<file path="config.mk">
export PLATFORM = sky130hd
export DESIGN_NAME = sign_narrow_unit
export DESIGN_NICKNAME = d
export VERILOG_FILES = /design/src/rtl/sign_narrow_unit.sv
export SDC_FILE = /design/constraint.sdc
export NUM_CORES = 1
export LEC_CHECK = 0
export BUFFER_PORTS_ARGS = -buffer_cell sky130_fd_sc_hd__buf_2
export CAP_MARGIN = 25
export CORE_MARGIN = 10
export CORE_UTILIZATION = 50
export DETAILED_ROUTE_END_ITERATION = 16
export PLACE_DENSITY = 0.77
export SLEW_MARGIN = 10
export SYNTH_ARGS = -nofsm -noshare
export SYNTH_HDL_FRONTEND = slang
export SYNTH_SLANG_ARGS = --single-unit
export TNS_END_PERCENT = 5
</file>
<file path="constraint.sdc">
create_clock -name clk_i -period 2.2 [get_ports clk_i]
set_input_delay 0.44 -clock clk_i [delete_from_list [all_inputs] [get_ports clk_i]]
set_output_delay 0.44 -clock clk_i [all_outputs]
set_load 0.01 [all_outputs]
</file>
<file path="src/rtl/sign_narrow_unit.sv">
// Narrows signed IN_W-bit words to OUT_W-bit fields, flags unrepresentable values and
// buffers two results. Define NARROW_SAT_EN to saturate on overflow instead of wrapping.
module sign_narrow_unit #(
    parameter int unsigned IN_W  = 32,
    parameter int unsigned OUT_W = 16,
    parameter int unsigned CNT_W = 8
) (
    input  logic             clk_i,
    input  logic             rst_i,
    input  logic             clr_i,
    input  logic             valid_i,
    output logic             ready_o,
    input  logic [IN_W-1:0]  data_i,
    output logic             valid_o,
    input  logic             ready_i,
    output logic [OUT_W-1:0] data_o,
    output logic             ovf_o,
    output logic [CNT_W-1:0] ovf_cnt_o
);

    typedef enum logic [1:0] {
        StEmpty,
        StHalf,
        StFull
    } state_e;

    state_e state_q, state_d;
    logic   ready_q;

    // Head entry drives the outputs; tail holds the second word when FULL.
    logic [OUT_W-1:0] head_data_q, head_data_d;
    logic             head_ovf_q, head_ovf_d;
    logic [OUT_W-1:0] tail_data_q, tail_data_d;
    logic             tail_ovf_q, tail_ovf_d;
    logic [CNT_W-1:0] cnt_q, cnt_d;

    logic                accept;
    logic                deliver;
    logic [IN_W-OUT_W:0] upper;
    logic                in_ovf;
    logic [OUT_W-1:0]    in_res;

    // Representable iff every bit from the OUT_W sign position upward agrees.
    assign upper  = data_i[IN_W-1:OUT_W-1];
    assign in_ovf = ~((&upper) | ~(|upper));

`ifdef NARROW_SAT_EN
    logic [OUT_W-1:0] sat_val;

    always_comb begin
        sat_val = data_i[IN_W-1] ? {1'b1, {(OUT_W-1){1'b0}}} : {1'b0, {(OUT_W-1){1'b1}}};
        in_res  = in_ovf ? sat_val : data_i[OUT_W-1:0];
    end
`else
    always_comb begin
        in_res = data_i[OUT_W-1:0];
    end
`endif

    assign accept  = valid_i & ready_q;
    assign valid_o = (state_q != StEmpty);
    assign deliver = valid_o & ready_i;

    always_comb begin
        state_d     = state_q;
        head_data_d = head_data_q;
        head_ovf_d  = head_ovf_q;
        tail_data_d = tail_data_q;
        tail_ovf_d  = tail_ovf_q;
        case (state_q)
            StEmpty: begin
                if (accept) begin
                    state_d     = StHalf;
                    head_data_d = in_res;
                    head_ovf_d  = in_ovf;
                end
            end
            StHalf: begin
                if (accept && !deliver) begin
                    state_d     = StFull;
                    tail_data_d = in_res;
                    tail_ovf_d  = in_ovf;
                end else if (!accept && deliver) begin
                    state_d = StEmpty;
                end else if (accept && deliver) begin
                    head_data_d = in_res;
                    head_ovf_d  = in_ovf;
                end
            end
            StFull: begin
                if (deliver) begin
                    state_d     = StHalf;
                    head_data_d = tail_data_q;
                    head_ovf_d  = tail_ovf_q;
                end
            end
            default: begin
                state_d = StEmpty;
            end
        endcase
    end

    always_comb begin
        cnt_d = cnt_q;
        if (clr_i) begin
            cnt_d = '0;
        end else if (deliver && head_ovf_q && !(&cnt_q)) begin
            cnt_d = cnt_q + CNT_W'(1);
        end
    end

    always_ff @(posedge clk_i or negedge rst_i) begin
        if (!rst_i) begin
            state_q     <= StEmpty;
            ready_q     <= 1'b1;
            head_data_q <= '0;
            head_ovf_q  <= 1'b0;
            tail_data_q <= '0;
            tail_ovf_q  <= 1'b0;
            cnt_q       <= '0;
        end else begin
            state_q     <= state_d;
            ready_q     <= (state_d != StFull);
            head_data_q <= head_data_d;
            head_ovf_q  <= head_ovf_d;
            tail_data_q <= tail_data_d;
            tail_ovf_q  <= tail_ovf_d;
            cnt_q       <= cnt_d;
        end
    end

    assign ready_o   = ready_q;
    assign data_o    = head_data_q;
    assign ovf_o     = head_ovf_q;
    assign ovf_cnt_o = cnt_q;

endmodule

</file>
### Word level (Yosys, flattened, before mapping)

Index checks and enable logic that the tools add are counted.

* register bits after elaboration: 45
* bits in latches: 0
* RAM bits: 0
* ROM bits: 0
* input port bits: 37
* output and inout port bits: 27
* memories: 0

* add/subtract/negate cells: 1
* multiply operators: 0
* div/mod/pow operators: 0
* $lt $le $gt $ge: 0
* equal/unequal tests: 8
* shift-type cells: 0
* muxes and demuxes: 19
* bitwise logic cells: 5
* reduce and logical (&&, ||, !) cells: 17

Operator list (count)
* $mux W16: 5
* $pmux W16 S3: 1
* $reduce_and A17 Y1: 1
* $reduce_or A17 Y1: 1
* $mux W8: 2
* $ne A2 B2 Y1 const B: 6
* $add A8 B1 Y8 const B: 1
* $mux W2: 4
* $reduce_and A8 Y1: 1
* $pmux W2 S3: 1
* $reduce_and A6 Y1: 1
* $logic_and A1 B1 Y1: 5
* $mux W1: 5
* $reduce_bool A2 Y1: 2
* $logic_not A1 Y1: 3
* $pmux W1 S3: 1
* $reduce_bool A3 Y1: 1
* $and A1 B1 Y1: 2
* $eq A2 B1 Y1 const B: 1
* $eq A2 B2 Y1 const B: 1
* $logic_not A2 Y1: 1
* $not A1 Y1: 2
* $reduce_and A2 Y1: 1
* $or A1 B1 Y1: 1

### Depth between registers and ports, before layout

Gate-level depths: netlist of the first run.

* word-level depth: 8
* depth in mapped cells: 6
* gate-level depth less buffers: 6

### Least setup slack after synthesis of the first run

No wires, ideal clock.

* path type: flip-flop to flip-flop
* start point: register ready_q (netlist: ready_o)
* end point: register tail_data_q[10]
* setup time: 125 ps
* data arrival time: 1485 ps
* required time: 2075 ps
* setup slack: 589 ps
* stages on the path, launching flop included: 7
* period minus slack after synthesis: 1611 ps
* cells stage by stage: dfstp_2 -> nand2_1 -> nor2_1 -> and2_4 -> buf_12 -> buf_12 -> mux2_4

* longest elaborated chain between the ends: 3

Ends and longest elaborated chain
* start, declared: RTL line 28 `logic ready_q;`
* start signal, assigned: RTL line 123 `ready_q <= (state_d != StFull);`
* $and A1 B1 Y1: RTL line 60 `assign accept = valid_i & ready_q;`
* $logic_and A1 B1 Y1: RTL line 79 `if (accept && !deliver) begin`
* $reduce_and A2 Y1 (no source line)
* end signal, assigned: RTL line 126 `tail_data_q <= tail_data_d;`
* end, declared: RTL line 33 `logic [OUT_W-1:0] tail_data_q, tail_data_d;`

No other way between the ends.
A chain may end at the register's enable or synchronous reset.

### Worst setup path in the final report of the first run

* start point: register state_q[1]
* end point: output port valid_o

* longest elaborated chain between the ends: 1

Ends and longest elaborated chain
* start, declared: RTL line 27 `state_e state_q, state_d;`
* start signal, assigned: RTL line 114 `state_q <= StEmpty;`
* start signal, assigned: RTL line 122 `state_q <= state_d;`
* $reduce_bool A2 Y1: RTL line 61 `assign valid_o = (state_q != StEmpty);`
* end, declared: RTL line 14 `output logic valid_o,`

No other way between the ends.

==> run metrics, run 1 <==
worst reg-to-reg setup slack=just over 0.5 ns; Core Footprint=roughly 4000 µm²; Vias/cell=~5.2; die area=7390 µm²; Hold Buf Count CTS=0; H-tree Lvls=2; Crit Path Class=reg -> out; status=finished clean; Worst Path Arrival=1.25 ns; Final Non-Filler Cells=between 300 and 400; maxcap violations=0; skew final=0.00461 ns; cell family with most CP delay=flip-flops; CTS Buffer Depth=2; Synth Area in Simple Gates=between 10% and 20%; WL per Instance=14.9 µm; dpl cells=roughly 290; CP max stage cell=dfrtp_1; Hold Path Class=in -> async; Root Buffer=clkbuf_8; placer congestion estimate=roughly 0.84; CP Buf/Inv Count=1; Area Overhead vs Synth=20.6%; FMAX=0.591 GHz; Setup WS pre-CTS=0.494 ns; Hold Fails Final Rpt=0; Synth Register Bits=45; crit-path cells=or2_4 -> buf_2; largest family of logic cells by synthesized area=multiplexers; worst r2r dst=tail_data_q[4]; Avg Cell Area, Syn=11.8 µm²; Die W=around 86 µm; Final Cycle Share=about three quarters; initial drt markers=between 90 and 100; Worst-Skew Late Latency=0.30 ns; Crit path largest cell delay=about 0.49 ns; Post-Synth Adder-Cell Area=0.575%; Worst slew margin=between 50% and 60%; Worst-path clk slew=around 0.080 ns; final count of pins violating max slew=0; initial antenna violation count=0; Setup Buffers After CTS=0; sequential-to-total area share from yosys stat=just over 50%; RSZ-0062 raised after global routing=false; crit-path max FO=9; Port-buffer cells=63; Max VDD drop=0.490 mV; reg2reg start=ready_o; Design Area, Final=2630 µm²; startpoint types=register; Setup WS post-layout=around 0.51 ns; ratio of cells with drive above 1 in the final layout=roughly 40%; initial core utilization=between 50% and 60%; Mapped Area=approximately 2200 µm²; Final Total Pwr=between 2000 and 3000 µW; Synth Area in Compound Gates=just over 8%; Tightest Pin Transition=roughly 0.7 ns; worst endpoint required time=1.76 ns; post-synthesis mux area share=around a fifth; Ant. Diodes=0; Final #Nets=288; Synth Instances=roughly 180; GRT Util Overall=between 10% and 20%; die height=around 86 µm; Setup Viol. Count Final=0; power density cells=1130 nW/µm²; Mapped Nets=between 200 and 250; largest net degree at the start of global routing=33; DR vias=1,566; Synth warnings=0; Total Wirelength=4490 µm; clk sinks=45; DRT Pass-1 Iters=4; ys async rst share=100%; Num CTS Buffers=5; Top FF cell, synth=dfrtp_1; number of global-route vias before repair=about 1,700; CTS tree=yes; XOR/XNOR Fraction of Synth Area=under 10%; crit end category=primary output; Core Rows=23; drc violations=0; Reg2Reg Depth=4; antenna viol nets, final=0; Cell Area, Placed=between 2000 and 3000 µm²; I/O pin count=64; Post-synth EDFFs=0; Leakage Power=about 0.0012 µW; total congestion overflow=0; Post-CTS Resized=0; global-route wire length before repair=roughly 8000 µm; Netlist cell types=38; min cycle time layout=1.69 ns; Final HPWL DP=around 3400 µm; Fin Setup TNS=0 ns
## registers in the layout (all words and copies together), names as in the netlist
name,flops
state_q,2
ovf_cnt_o,8
ovf_o,1
data_o,16
tail_ovf_q,1
ready_o,1
tail_data_q,16
## metrics by stage
stage | hold slack [ns] | util [%]
2_1_floorplan | 0.144 | -
3_3_place_gp | 0.489 | 61.1
3_5_place_dp | 0.495 | 61.1
4_1_cts | 0.191 | 63.8
5_1_grt | 0.220 | 63.8
6_report | 0.185 | 63.8
## cells in the final DEF, fill, tap and decap left out, types with 4 or more instances in the layout
cell,n
a21oi_1,18
buf_2,63
buf_4,4
clkbuf_8,5
dfrtp_1,44
mux2_2,7
mux2_4,10
mux2i_1,18
nand2_1,5
nand3_1,4
nand4_1,5
nor2_1,30
nor4_1,4
xnor2_1,5
## kinds of logic (layout without fill, tap and decap cells)
family	count (synthesis)	after routing
compound gates	26	26
xor+xnor	6	6
fa+ha+maj	1	1
buf+inv	11	78
flops	45	45
mux	35	35
simple gates	60	60
## power breakdown
| part | switching (µW) | internal (µW) |
|---|---|---|
| Clock | 285 | 341 |
| Combinational | 475 | 529 |
| Sequential | 195 | 1150 |
## area by class of cell
class | instances | area, µm²
tap | 50 | 62.6
fill | 348 | 1490
inverter | 2 | 7.51
clock inverter | 2 | 38.8
sequential | 45 | 1130
clock buffer | 6 | 72.6
multi-input combinational | 128 | 951
timing repair buffer | 68 | 365
## worst max path at each step
stage / cells past startpoint / startpoint / to / slack [ns]
detailed placement: 4 / ready_i / tail_data_q[4] / 0.49
CTS: 2 / state_q[1] / valid_o / 0.49
global placement: 6 / data_i[15] / tail_ovf_q / 0.51
floorplan: 6 / ready_o / tail_data_q[10] / 0.59
finish: 2 / state_q[1] / valid_o / 0.51
global route: 5 / ready_o / data_o[11] / 0.39
## synth_stat cells (2+ instances only)
cell     count  area (µm²)
nor3_1       2        10.0
a31oi_1      2        12.5
mux2i_1     18         180
xnor2_1      5        43.8
dfrtp_1     44        1100
nand2_1      5        18.8
mux2_4      10         150
nand4_1      5        31.3
buf_6        2        22.5
buf_4        3        22.5
nor2_1      30         113
mux2_2       7        78.8
a21oi_1     18        90.1
nand3_1      4        20.0
nor4_1       4        25.0
buf_12       2        40.0
inv_1        2        7.51
## per-layer routing
layer | up-vias | part of all wire (%) | GRT usage [%]
met5 | - | 0 | 0
met4 | 0 | 1.1 | 3.59
met3 | 5 | 9.1 | 6.34
met2 | 49 | 43 | 20.1
met1 | 729 | 47 | 15.8
li1 | 783 | - | -
Note: power is estimated with default switching activity, not from simulation.
==> run 2, diff against run 1 <==
--- a/config.mk
+++ b/config.mk
@@ -5,6 +5,7 @@
 export SDC_FILE = /design/constraint.sdc
 export NUM_CORES = 1
 export LEC_CHECK = 0
+export ABC_AREA = 1
 export BUFFER_PORTS_ARGS = -buffer_cell sky130_fd_sc_hd__buf_2
 export CAP_MARGIN = 25
 export CORE_MARGIN = 10
==> constraint.sdc (replaced) <==
create_clock -name clk_i -period 1.63 [get_ports clk_i]
set_input_delay 0.326 -clock clk_i [delete_from_list [all_inputs] [get_ports clk_i]]
set_output_delay 0.326 -clock clk_i [all_outputs]
set_load 0.01 [all_outputs]
==> run 2 against run 1 <==
  * Core utilization is 1.2 points higher
  * Non-clock buffer count increased by 2
  * Critical path depth rose by 5
  * Critical path type is now reg -> reg
  * Global-route usage increased by 1.7 points
  * Routed wire length grew 18%
  * Die area is essentially flat
  * Clock skew up 0.0017 ns
  * Combinational power is 77% higher
  * Worst setup slack lost 0.35 ns
  * First-iteration DRC count is 2.2% higher
==> run metrics, run 2 <==
status=finished clean; GRT Util Overall=14.8% (+1.7 points); largest net degree at the start of global routing=33 (unchanged); Worst-path clk slew=0.08 ns (about the same); Synth Instances=271 (+47%); CTS tree=yes; Total Wirelength=5280 µm (+18%); Fin Setup TNS=0 ns (unchanged); crit-path max FO=32 (+23); Core Footprint=4120 µm² (unchanged); Synth warnings=0 (unchanged); Netlist cell types=26 (-32%); Ant. Diodes=0 (unchanged); Cell Area, Placed=2550 µm² (+1.6%); startpoint types=register; post-synth top area share=50.6% (+0.058 points); initial antenna violation count=0 (unchanged); I/O pin count=64 (unchanged); RSZ-0062 raised after global routing=true; largest family of logic cells by synthesized area=simple AND/OR/NAND/NOR gates; global-route wire length before repair=9020 µm (+13%); die height=86.0 µm (about the same); Top FF cell, synth=dfrtp_1; post-synthesis mux area share=0% (-19 points); min cycle time layout=1.47 ns; Final Total Pwr=4360 µW (+46%); ys async rst share=100% (unchanged); worst reg-to-reg setup slack=0.16 ns (-0.35 ns); Root Buffer=clkbuf_8; Final #Nets=377 (+31%); Post-Synth Adder-Cell Area=0.575% (+0.00066 points); cell family with most CP delay=flip-flops; Post-synth top cells=nand2_1 (98), dfrtp_1 (44), nor2_1 (33); Synth Area in Simple Gates=33.3% (+20 points); skew final=0.00632 ns (+0.00171 ns); Post-synth EDFFs=0 (unchanged); Final Cycle Share=around 90%; CP Buf/Inv Count=2 (+1); initial core utilization=52.8% (-0.061 points); Worst slew margin=68.9% (+16 points); clk sinks=45 (unchanged); placer congestion estimate=0.891 (+5.8%); number of global-route vias before repair=1,956 (+14%); FMAX=around 0.68 GHz; Crit path largest cell delay=0.53 ns (+0.04 ns); antenna viol nets, final=0 (unchanged); initial drt markers=93 (+2.2%); DR vias=1,956 (+25%); Tightest Pin Transition=0.466 ns (-0.235 ns); ratio of cells with drive above 1 in the final layout=27.6% (-12 points); Synth Area in Compound Gates=7.77% (-0.45 points); final count of pins violating max slew=0 (unchanged); most frequent cells in the layout=nand2_1 (98), buf_2 (63), dfrtp_1 (44); Area Overhead vs Synth=23.1%; Vias/cell=5.02 (-3.6%); Crit Path Class=reg -> reg; WHS=0.211 ns (+0.0269 ns); worst endpoint required time=1.83 ns (+0.07 ns); CP max stage cell=dfstp_2; Final HPWL DP=3910 µm (+14%); power density cells=1630 nW/µm² (+44%); cell taking the most area after synthesis=dfrtp_1; die area=7390 µm² (about the same); Mapped Nets=309 (+39%); Synth Register Bits=45 (unchanged); Setup WS pre-CTS=0.122 ns (-0.372 ns); maxcap violations=0 (unchanged); Mapped Area=2170 µm² (-0.11%); most numerous cell in the Yosys netlist=nand2_1; Worst Path Arrival=1.67 ns (+0.42 ns); Design Area, Final=2680 µm² (+2.0%); Max VDD drop=1.10 mV (+120%); WL per Instance=13.5 µm (-9.2%); Avg Cell Area, Syn=8.02 µm² (-32%); Core Rows=23 (unchanged); Hold Path Class=in -> reg; XOR/XNOR Fraction of Synth Area=1.21% (-1.2 points); Setup Viol. Count Final=0 (unchanged); top post-synthesis cells by area=dfrtp_1 (51%), nand2_1 (17%), nand3_1 (5.8%); crit end category=register; DRT Pass-1 Iters=4 (unchanged); Port-buffer cells=63 (unchanged); Num CTS Buffers=5 (unchanged); most common cell after layout, fill and taps aside=nand2_1; Worst-Skew Late Latency=0.29 ns (about the same); Die W=86.0 µm (about the same); Leakage Power=0.00139 µW (+19%); CTS Buffer Depth=2 (unchanged); total congestion overflow=0 (unchanged); drc violations=0 (unchanged); H-tree Lvls=2 (unchanged); Setup WS post-layout=0.161 ns (-0.346 ns); crit-path cells=nand2_1 -> o21ai_1 -> nand2_2 -> inv_2 -> buf_12 -> nor2_1 -> a31oi_1; sequential-to-total area share from yosys stat=51.8% (+0.060 points); Hold Fails Final Rpt=0 (unchanged)
[run 2: worst reg2reg max path: cells and delay by family (launching register included)]
kind	cells	cell delay, ns
DFF	1	0.53
AOI/OAI and AO/OA	2	0.33
and+or+nand+nor	3	0.26
buffers and inverters	2	0.25
[run 2: logic make-up after synthesis]
group	count (synthesis)
DFF	45
buffers and inverters	24
adders and majority gates	1
and+or+nand+nor	170
xor gates and xnor gates	3
AOI/OAI and AO/OA	28
[run 2: power by group]
group	switching [µW]	internal, µW	leakage, µW
clock	358	383	0.0000542
sequential	254	1600	0.000542
combinational	1090	679	0.000796
total	1700	2660	0.00139
[run 2: cell type report]
| cell class | count | area, µm² |
|---|---|---|
| inverter | 15 | 56.3 |
| multi-input combinational | 202 | 933 |
| sequential | 45 | 1130 |
| clock buffer | 7 | 96.3 |
| timing repair buffer | 70 | 395 |
| clock inverter | 1 | 5.00 |
| tap | 50 | 62.6 |
| fill | 380 | 1440 |
[run 2: repair_timing]
item | in CTS | in global routing
hold endpoints to repair | 17 | 0
setup buffers | 0 | 1
setup endpoints to repair | 0 | 7
resized for setup | 0 | 2
hold buffers | 1 | 0
[run 2: layer usage]
layer / vias up / share of wire, % / track usage [%]
met4: 0 / 0.78 / 3.14
met2: 49 / 50 / 24.7
met5: - / 0 / 0
li1: 1007 / - / -
met1: 895 / 43 / 17.6
met3: 5 / 6.1 / 5.39
[run 2: worst paths after layout]
check	to	cells after the start	from
max	data_o[8]	7	ready_o
min	ovf_cnt_o[0]	2	clr_i
max reg2reg	data_o[8]	7	ready_o
min reg2reg	tail_data_q[13]	2	tail_data_q[13]
max in group asynchronous	data_o[9]	3	rst_i
min in group asynchronous	state_q[0]	2	rst_i
[run 2: stage by stage]
step	instances	util [%]
after floorplan	271	-
after global placement	380	62.1
after detailed placement	380	62.1
after CTS	389	64.8
after global routing	390	65.0
final	390	65.0
==> run 3, diff against run 2 <==
--- a/config.mk
+++ b/config.mk
@@ -11,6 +11,7 @@
 export CORE_MARGIN = 10
 export CORE_UTILIZATION = 50
 export DETAILED_ROUTE_END_ITERATION = 16
+export MAX_ROUTING_LAYER = met4
 export PLACE_DENSITY = 0.77
 export SLEW_MARGIN = 10
 export SYNTH_ARGS = -nofsm -noshare
==> run 3 against run 2 <==
  * Clock power shrank 5.0%
  * Maximum frequency grew 0.72%
  * Sequential power is essentially flat
  * Critical endpoint is now ovf_cnt_o[4]
  * Count of clock-buffer cells in the layout grew 1
  * Cell area shrank 1.2%
  * Global-route usage shrank 0.17 points
  * Non-clock buffer count shrank 1
  * Flip-flop and latch count is the same
==> run metrics, run 3 (synthesized netlist as in run 2, its figures left out) <==
status=finished clean; CTS tree=yes; dpl cells=381 (+0.26%); Setup WS post-layout=0.172 ns (+0.0105 ns); ratio of cells with drive above 1 in the final layout=27.1% (-0.51 points); reg2reg start=ovf_cnt_o[0]; Fin Setup TNS=0 ns (unchanged); worst endpoint required time=1.85 ns (+0.02 ns); RSZ-0062 raised after global routing=false; Core Footprint=4120 µm² (unchanged); worst reg-to-reg setup slack=0.17 ns (about the same); Setup Viol. Count Final=0 (unchanged); area of the multi-input gates=933 µm² (unchanged); Final Total Pwr=4300 µW (-1.4%); drc violations=0 (unchanged); Worst-Skew Late Latency=0.29 ns (about the same); I/O pin count=64 (unchanged); initial core utilization=52.8% (unchanged); filler instances=391 (+2.9%); crit-path max FO=7 (-78%); Final HPWL DP=3870 µm (-0.93%); Hold Buf Count CTS=0 (-1); die height=86.0 µm (unchanged); power density cells=1630 nW/µm² (-0.26%); die area=7390 µm² (unchanged); Port-buffer cells=63 (unchanged); Crit Path Class=reg -> reg; global-route wire length before repair=8770 µm (-2.8%); most frequent cells in the layout=nand2_1 (98), buf_2 (63), dfrtp_1 (44); number of global-route vias before repair=1,941 (-0.77%); Leakage Power=0.00137 µW (-1.3%); Num CTS Buffers=5 (unchanged); Reg2Reg Depth=9 (+2); skew final=0.00356 ns (-0.00276 ns); Tightest Pin Transition=0.357 ns (-0.109 ns); Max VDD drop=1.16 mV (+5.2%); initial drt markers=130 (+40%); min cycle time layout=1.46 ns (-0.0105 ns); Hold Path Class=in -> async; startpoint types=register; Area Overhead vs Synth=21.6%; CTS Buffer Depth=2 (unchanged); Final #Nets=376 (-0.27%); H-tree Lvls=2 (unchanged); DR vias=1,971 (+0.77%); Final Non-Filler Cells=389 (-0.26%); Vias/cell=5.07 (+1.0%); Hold Fails Final Rpt=0 (unchanged); Worst-path clk slew=0.08 ns (about the same); Worst Path Arrival=1.67 ns (about the same); FMAX=0.686 GHz (+0.72%); Ant. Diodes=0 (unchanged); crit end category=register; Setup WS pre-CTS=0.158 ns (+0.0364 ns); clk sinks=45 (unchanged); Worst slew margin=76.1% (+7.2 points); worst r2r dst=ovf_cnt_o[4]; GRT Util Overall=14.6% (-0.17 points); Final Cycle Share=89.5% (-0.64 points); WL per Instance=13.4 µm (-0.90%); maxcap violations=0 (unchanged); Total Wirelength=5220 µm (-1.2%); Die W=86.0 µm (unchanged); Root Buffer=clkbuf_8; DRT Pass-1 Iters=4 (unchanged); antenna viol nets, final=0 (unchanged); initial antenna violation count=0 (unchanged); final count of pins violating max slew=0 (unchanged); most common cell after layout, fill and taps aside=nand2_1; Core Rows=23 (unchanged); FF/Latch Area=1130 µm² (unchanged); largest net degree at the start of global routing=33 (unchanged); placer congestion estimate=0.879 (-1.3%); total congestion overflow=0 (unchanged)
-- run 3: final cells by class --
| type | instances | area share, % |
|---|---|---|
| clock buffers | 8 | 3.41 |
| inverters | 15 | 2.22 |
| multi-input cells | 202 | 35.3 |
| flip-flops and latches | 45 | 42.6 |
| well taps | 50 | 2.37 |
| repair buffers | 69 | 14.1 |
-- run 3: worst max path at each step --
stage / from / end / slack, ns / depth (start not counted)
6_report: ovf_cnt_o[0] / ovf_cnt_o[4] / 0.17 / 9
5_1_grt: ovf_cnt_o[0] / ovf_cnt_o[4] / 0.01 / 9
4_1_cts: ovf_cnt_o[0] / ovf_cnt_o[4] / 0.14 / 9
3_5_place_dp: ovf_cnt_o[0] / ovf_cnt_o[4] / 0.16 / 9
3_3_place_gp: ovf_cnt_o[0] / ovf_cnt_o[4] / 0.18 / 9
2_1_floorplan: ready_o / tail_data_q[10] / 0.21 / 6
-- run 3: report_power, final --
part           leakage (µW)  internal [µW]  switching (µW)  total [µW]
sequential         0.000542           1600             258        1850
clock             0.0000455            346             358         704
combinational      0.000787            667            1070        1740
-- run 3: timing repair --
action	4_1_cts	5_1_grt
endpoints found under the setup margin	0	15
buffers inserted	0	0
resized for setup	0	3
-- run 3: per-stage QoR --
step / hold slack [ns] / util (%) / cell area (µm²)
floorplan: 0.0304 / - / 2170
global placement: 0.323 / 62.0 / 2550
detailed placement: 0.327 / 62.0 / 2550
CTS: 0.0159 / 64.2 / 2640
global route: 0.0273 / 64.3 / 2650
finish: 0.00306 / 64.3 / 2650
-- run 3: worst max-delay path, stage by stage (launching register included) --
cell	delay (ns)
dfrtp_1	0.42
ha_2	0.22
nand2_1	0.08
nor2_2	0.15
nand3_1	0.10
nand2_2	0.11
nand2_2	0.09
inv_4	0.10
nand2_1	0.05
o21ai_1	0.07
-- run 3: per-layer routing --
layer | track usage, % | wire length, µm
met4 | 3.59 | 36
met3 | 3.31 | 304
met1 | 18.0 | 2330
met5 | - | 0
met2 | 23.6 | 2540
